### src/rtl/prog_host.sv
// Test-host sequencer: loads a message and a pattern byte into data memory,
// clears the result slots, requests a processor run, waits for completion
// (bounded by a timeout) and reads the three result bytes back.
module prog_host #(
  parameter int unsigned MSG_BYTES = 32,
  parameter int unsigned PAT_ADDR  = 32,
  parameter int unsigned RES_BASE  = 33,
  parameter int unsigned TIMEOUT   = 4096
) (
  input  logic       clk,
  input  logic       reset,
  input  logic       start,
  input  logic [7:0] pat_in,
  input  logic       msg_valid,
  input  logic [7:0] msg_data,
  output logic       msg_ready,
  output logic       dm_we,
  output logic [7:0] dm_addr,
  output logic [7:0] dm_wdata,
  input  logic [7:0] dm_rdata,
  output logic       dut_req,
  input  logic       dut_done,
  output logic [7:0] ctb,
  output logic [7:0] cto,
  output logic [7:0] cts,
  output logic       res_valid,
  output logic       err,
  output logic       busy
);

  // One counter serves both the byte index in LOAD and the timeout in WAIT.
  localparam int unsigned CntMax = (TIMEOUT > MSG_BYTES) ? TIMEOUT : MSG_BYTES;
  localparam int unsigned CntW   = ($clog2(CntMax) + 1 > 8) ? $clog2(CntMax) + 1 : 8;
  localparam logic [CntW-1:0] LastByte = CntW'(MSG_BYTES - 1);
  localparam logic [CntW-1:0] LastWait = CntW'(TIMEOUT - 1);
  localparam logic [7:0]      PatAddr  = 8'(PAT_ADDR);
  localparam logic [7:0]      ResBase  = 8'(RES_BASE);

  typedef enum logic [2:0] {
    StIdle, StLoad, StWpat, StClr, StReq, StWait, StRd, StFin
  } state_e;

  state_e          state_q, state_d;
  logic [CntW-1:0] cnt_q, cnt_d;
  logic [1:0]      idx_q, idx_d;
  logic [7:0]      pat_q, pat_d;
  logic [7:0]      ctb_q, ctb_d, cto_q, cto_d, cts_q, cts_d;
  logic            err_q, err_d;

  // State register.
  always_ff @(posedge clk) begin
    if (!reset) begin
      state_q <= StIdle;
    end else begin
      state_q <= state_d;
    end
  end

  // Next-state logic.
  always_comb begin
    state_d = state_q;
    unique case (state_q)
      StIdle: if (start) state_d = StLoad;
      StLoad: if (msg_valid && (cnt_q == LastByte)) state_d = StWpat;
      StWpat: state_d = StClr;
      StClr:  if (idx_q == 2'd2) state_d = StReq;
      StReq:  state_d = StWait;
      StWait: begin
        if (dut_done) begin
          state_d = StRd;
        end else if (cnt_q == LastWait) begin
          state_d = StFin;
        end
      end
      StRd:   if (idx_q == 2'd2) state_d = StFin;
      StFin:  state_d = StIdle;
      default: state_d = StIdle;
    endcase
  end

  // Datapath registers: counters, captured pattern, results and error flag.
  always_ff @(posedge clk) begin
    if (!reset) begin
      cnt_q <= '0;
      idx_q <= '0;
      pat_q <= '0;
      ctb_q <= '0;
      cto_q <= '0;
      cts_q <= '0;
      err_q <= 1'b0;
    end else begin
      cnt_q <= cnt_d;
      idx_q <= idx_d;
      pat_q <= pat_d;
      ctb_q <= ctb_d;
      cto_q <= cto_d;
      cts_q <= cts_d;
      err_q <= err_d;
    end
  end

  // Datapath next-state; idx wraps to 0 after CLR so RD starts at slot 0.
  always_comb begin
    cnt_d = cnt_q;
    idx_d = idx_q;
    pat_d = pat_q;
    ctb_d = ctb_q;
    cto_d = cto_q;
    cts_d = cts_q;
    err_d = err_q;
    unique case (state_q)
      StIdle: begin
        if (start) begin
          pat_d = pat_in;
          cnt_d = '0;
          idx_d = '0;
        end
      end
      StLoad: if (msg_valid) cnt_d = cnt_q + 1'b1;
      StClr:  idx_d = (idx_q == 2'd2) ? 2'd0 : idx_q + 2'd1;
      StReq:  cnt_d = '0;
      StWait: begin
        if (!dut_done) begin
          cnt_d = cnt_q + 1'b1;
          if (cnt_q == LastWait) err_d = 1'b1;
        end
      end
      StRd: begin
        case (idx_q)
          2'd0:    ctb_d = dm_rdata;
          2'd1:    cto_d = dm_rdata;
          default: cts_d = dm_rdata;
        endcase
        idx_d = (idx_q == 2'd2) ? 2'd0 : idx_q + 2'd1;
        if (idx_q == 2'd2) err_d = 1'b0;
      end
      default: ;
    endcase
  end

  // Outputs decoded from the current state.
  always_comb begin
    msg_ready = 1'b0;
    dm_we     = 1'b0;
    dm_addr   = '0;
    dm_wdata  = '0;
    dut_req   = 1'b0;
    res_valid = 1'b0;
    unique case (state_q)
      StLoad: begin
        msg_ready = 1'b1;
        dm_we     = msg_valid;
        dm_addr   = cnt_q[7:0];
        dm_wdata  = msg_data;
      end
      StWpat: begin
        dm_we    = 1'b1;
        dm_addr  = PatAddr;
        dm_wdata = pat_q;
      end
      StClr: begin
        dm_we   = 1'b1;
        dm_addr = ResBase + {6'd0, idx_q};
      end
      StReq:  dut_req = 1'b1;
      StRd:   dm_addr = ResBase + {6'd0, idx_q};
      StFin:  res_valid = 1'b1;
      default: ;
    endcase
  end

  assign busy = (state_q != StIdle);
  assign ctb  = ctb_q;
  assign cto  = cto_q;
  assign cts  = cts_q;
  assign err  = err_q;

endmodule

### config.mk
export PLATFORM = sky130hd
export DESIGN_NAME = prog_host
export DESIGN_NICKNAME = d
export VERILOG_FILES = /design/src/rtl/prog_host.sv
export SDC_FILE = /design/constraint.sdc
export NUM_CORES = 1
export LEC_CHECK = 0
export ABC_CLOCK_PERIOD_IN_PS = 1950
export BUFFER_PORTS_ARGS = -buffer_cell sky130_fd_sc_hd__buf_2
export CAP_MARGIN = 20
export CORE_MARGIN = 1.5
export CORE_UTILIZATION = 51
export DETAILED_ROUTE_END_ITERATION = 8
export GPL_TIMING_DRIVEN = 0
export HOLD_SLACK_MARGIN = 0.12
export PLACE_DENSITY = 0.79
export SYNTH_ARGS = -nofsm -noshare
export SYNTH_HDL_FRONTEND = slang
export SYNTH_SLANG_ARGS = --single-unit
export TNS_END_PERCENT = 10
### constraint.sdc
create_clock -name clk -period 1.95 [get_ports clk]
set_input_delay 0.0975 -clock clk [delete_from_list [all_inputs] [get_ports clk]]
set_output_delay 0.0975 -clock clk [all_outputs]
set_load 0.02 [all_outputs]
==> out/metrics.yaml <==
status: "complete, no violations"
setup_viol: 0
fin_nets: 436
cts_inserted_buffers: 5
rows: 25
post_synth.cell_area_avg_sq_um: 8.26
grt_pass1_wl_um: 10600
powerDensity_mw_per_mm2: 889
ant_nets: 0
track_usage: 0.257
drt-initial-drc-count: 171
layout_min_cycle_time_ps: 1880
rsz0062_at_grt: "true"
grt_pass1_vias: 2249
coreArea_sq_mm: 0.00472
dp_slack_ps: 57.6
leakagePower_nw: 1.48
cp.arrival_ps: 1780
port_buffers: 74
min_path_type: "input pin to flip-flop"
final_hold_viol_count: 0
ys.flop_type: "dfxtp_1"
period_share: 0.962
drt-vias-per-instance: 5.41
dpl_cell_area_sq_mm: 0.00295
synthTopCellsByCount: "nand2_1 (58), dfxtp_1 (51), a21oi_1 (36)"
initial_utilization: 0.528
root_buffer: "clkbuf_8"
syn_nets: 338
drc: 0
dpl.hpwl_um: 4640
cts_num_sinks: 51
path_clk_slew_ps: 100
critPathLaunchType: "flip-flop"
yosys.cell_count.top_type: "nand2_1"
ys_seq_elements: 51
path_class: "flip-flop to output port"
grt_max_degree: 17
synth_edf_count: 0
maxCapViolCount: 0
die_area_sq_mm: 0.00532
ir_drop_mv: 0.725
routed_wl_um: 6700
design_area_sq_mm: 0.00326
synth_area_leader_cell: "dfxtp_1"
post_cts_buffers: 0
yosysUniqueCellTypes: 50
critPathMaxFanout: 10
vias: 2530
drt-pass1-iter-count: 5
yosys_warnings: 0
die_x_um: 72.9
finalClockSkew_ps: 11.9
gp_congestion: 0.883
synthArstFlopShare: 0
yosysSeqAreaShare: 0.409
worst_pin_slew_ps: 798
area_growth_pct: 30.5
cp-end-kind: "output port"
setup_ws_ps: 74.6
drv_slew: 0
die_h_um: 72.9
max_slew_margin: 0.467
synth_top_area_frac: 0.409
synth.area.top_cells: "dfxtp_1 (41%), nand2_1 (8.7%), a21oi_1 (7.2%)"
fmax_mhz: 533
netlist_area_sq_mm: 0.00249
antenna_found_initial: 0
antenna_cells: 0
syn_inst: 302
clockBufferDepth: 2
fin_setup_tns_ps: 0
avgRoutedWirePerCell_um: 14.3
htreeDepth: 2
tritoncts: "built"
crit_required_ps: 1850
gr-total-overflow: 0
ioPinCount: 75
drive_gt1_frac: 0.259
clkLatencyLatePin_ps: 310
## report_power, final
part           switching [W]  leakage [nW]  total (W)  internal, W
registers          0.0000545         0.413    0.00116      0.00110
clock network       0.000363        0.0474   0.000654     0.000290
logic               0.000694          1.02    0.00108     0.000387
total                0.00111          1.48    0.00289      0.00178
## cells in the final DEF (no fill, tap or decap), drive strengths merged, types with 8 or more instances in the layout
cell type,instances
a21oi,36
nand2,58
buf,80
dfxtp,51
nor2,32
a22oi,10
clkbuf,16
mux2i,9
dlygate4sd3,17
and2,8
## metrics by stage
stage                     instances  hold WS, ps  total power (W)   util
after CTS                       468          296          0.00284  0.683
after global routing            468          316          0.00303  0.689
after global placement          443          339          0.00214  0.624
after detailed placement        443          345          0.00216  0.624
final                           468          307          0.00289  0.689
after floorplan                 302          215          0.00188      -
## per-layer routing
layer,GRT usage,up-vias,share of wire
li1,-,1260,-
met1,0.344,1169,0.44
met2,0.416,94,0.48
met3,0.0511,7,0.065
met4,0.0839,0,0.013
met5,0,-,0
## worst paths after layout
| path | from | end | slack (ps) | depth (start not counted) |
|---|---|---|---|---|
| max reg2reg | state_q[2]$_SDFFE_PN0P_ | idx_q[1]$_SDFFE_PN0P_ | 140 | 5 |
| max | state_q[0]$_SDFFE_PN0P_ | dm_addr[1] | 70 | 6 |
| min reg2reg | cto[6]$_SDFFE_PN0P_ | cto[6]$_SDFFE_PN0P_ | 460 | 2 |
| min | start | pat_q[7]$_SDFFE_PN0P_ | 310 | 4 |
## timing repair
item	in CTS	in global routing
hold endpoints to repair	34	0
cloned	0	0
hold buffers	17	0
gates resized for setup	6	13
endpoints found under the setup margin	15	17
## sequential cells by signal, indices dropped and copies added (netlist names)
| register | flops |
|---|---|
| ctb | 8 |
| cto | 8 |
| state_q | 3 |
| cnt_q | 13 |
| pat_q | 8 |
| cts | 8 |
| err | 1 |
| idx_q | 2 |
## cells by family (layout without fill, tap and decap cells)
| family | after synthesis | after routing | share of synthesized area |
|---|---|---|---|
| and+or+nand+nor | 132 | 132 | 0.250 |
| adders and majority gates | 7 | 7 | 0.0351 |
| muxes | 10 | 10 | 0.0406 |
| buffers and inverters | 22 | 121 | 0.0391 |
| AOI/OAI and AO/OA | 73 | 73 | 0.201 |
| DFF | 51 | 51 | 0.409 |
| xor gates and xnor gates | 7 | 7 | 0.0246 |
## worst max-delay path, stage by stage, from the launching register on
cell and delay, ps:
dfxtp_1 360, buf_6 170, inv_1 140, nor3_1 210, clkbuf_4 250, a22o_1 170
buf_2 160
## area by class of cell
| type | count | area [sq um] |
|---|---|---|
| Timing Repair Buffer | 91 | 541 |
| Buffer | 16 | 92.6 |
| Tap cell | 67 | 83.8 |
| Sequential cell | 51 | 1020 |
| Multi-Input combinational cell | 229 | 1390 |
| Clock buffer | 6 | 82.6 |
| Inverter | 6 | 22.5 |
| Clock inverter | 2 | 16.3 |
| Fill cell | 365 | 1470 |
Power figures use the tool's default switching activity.
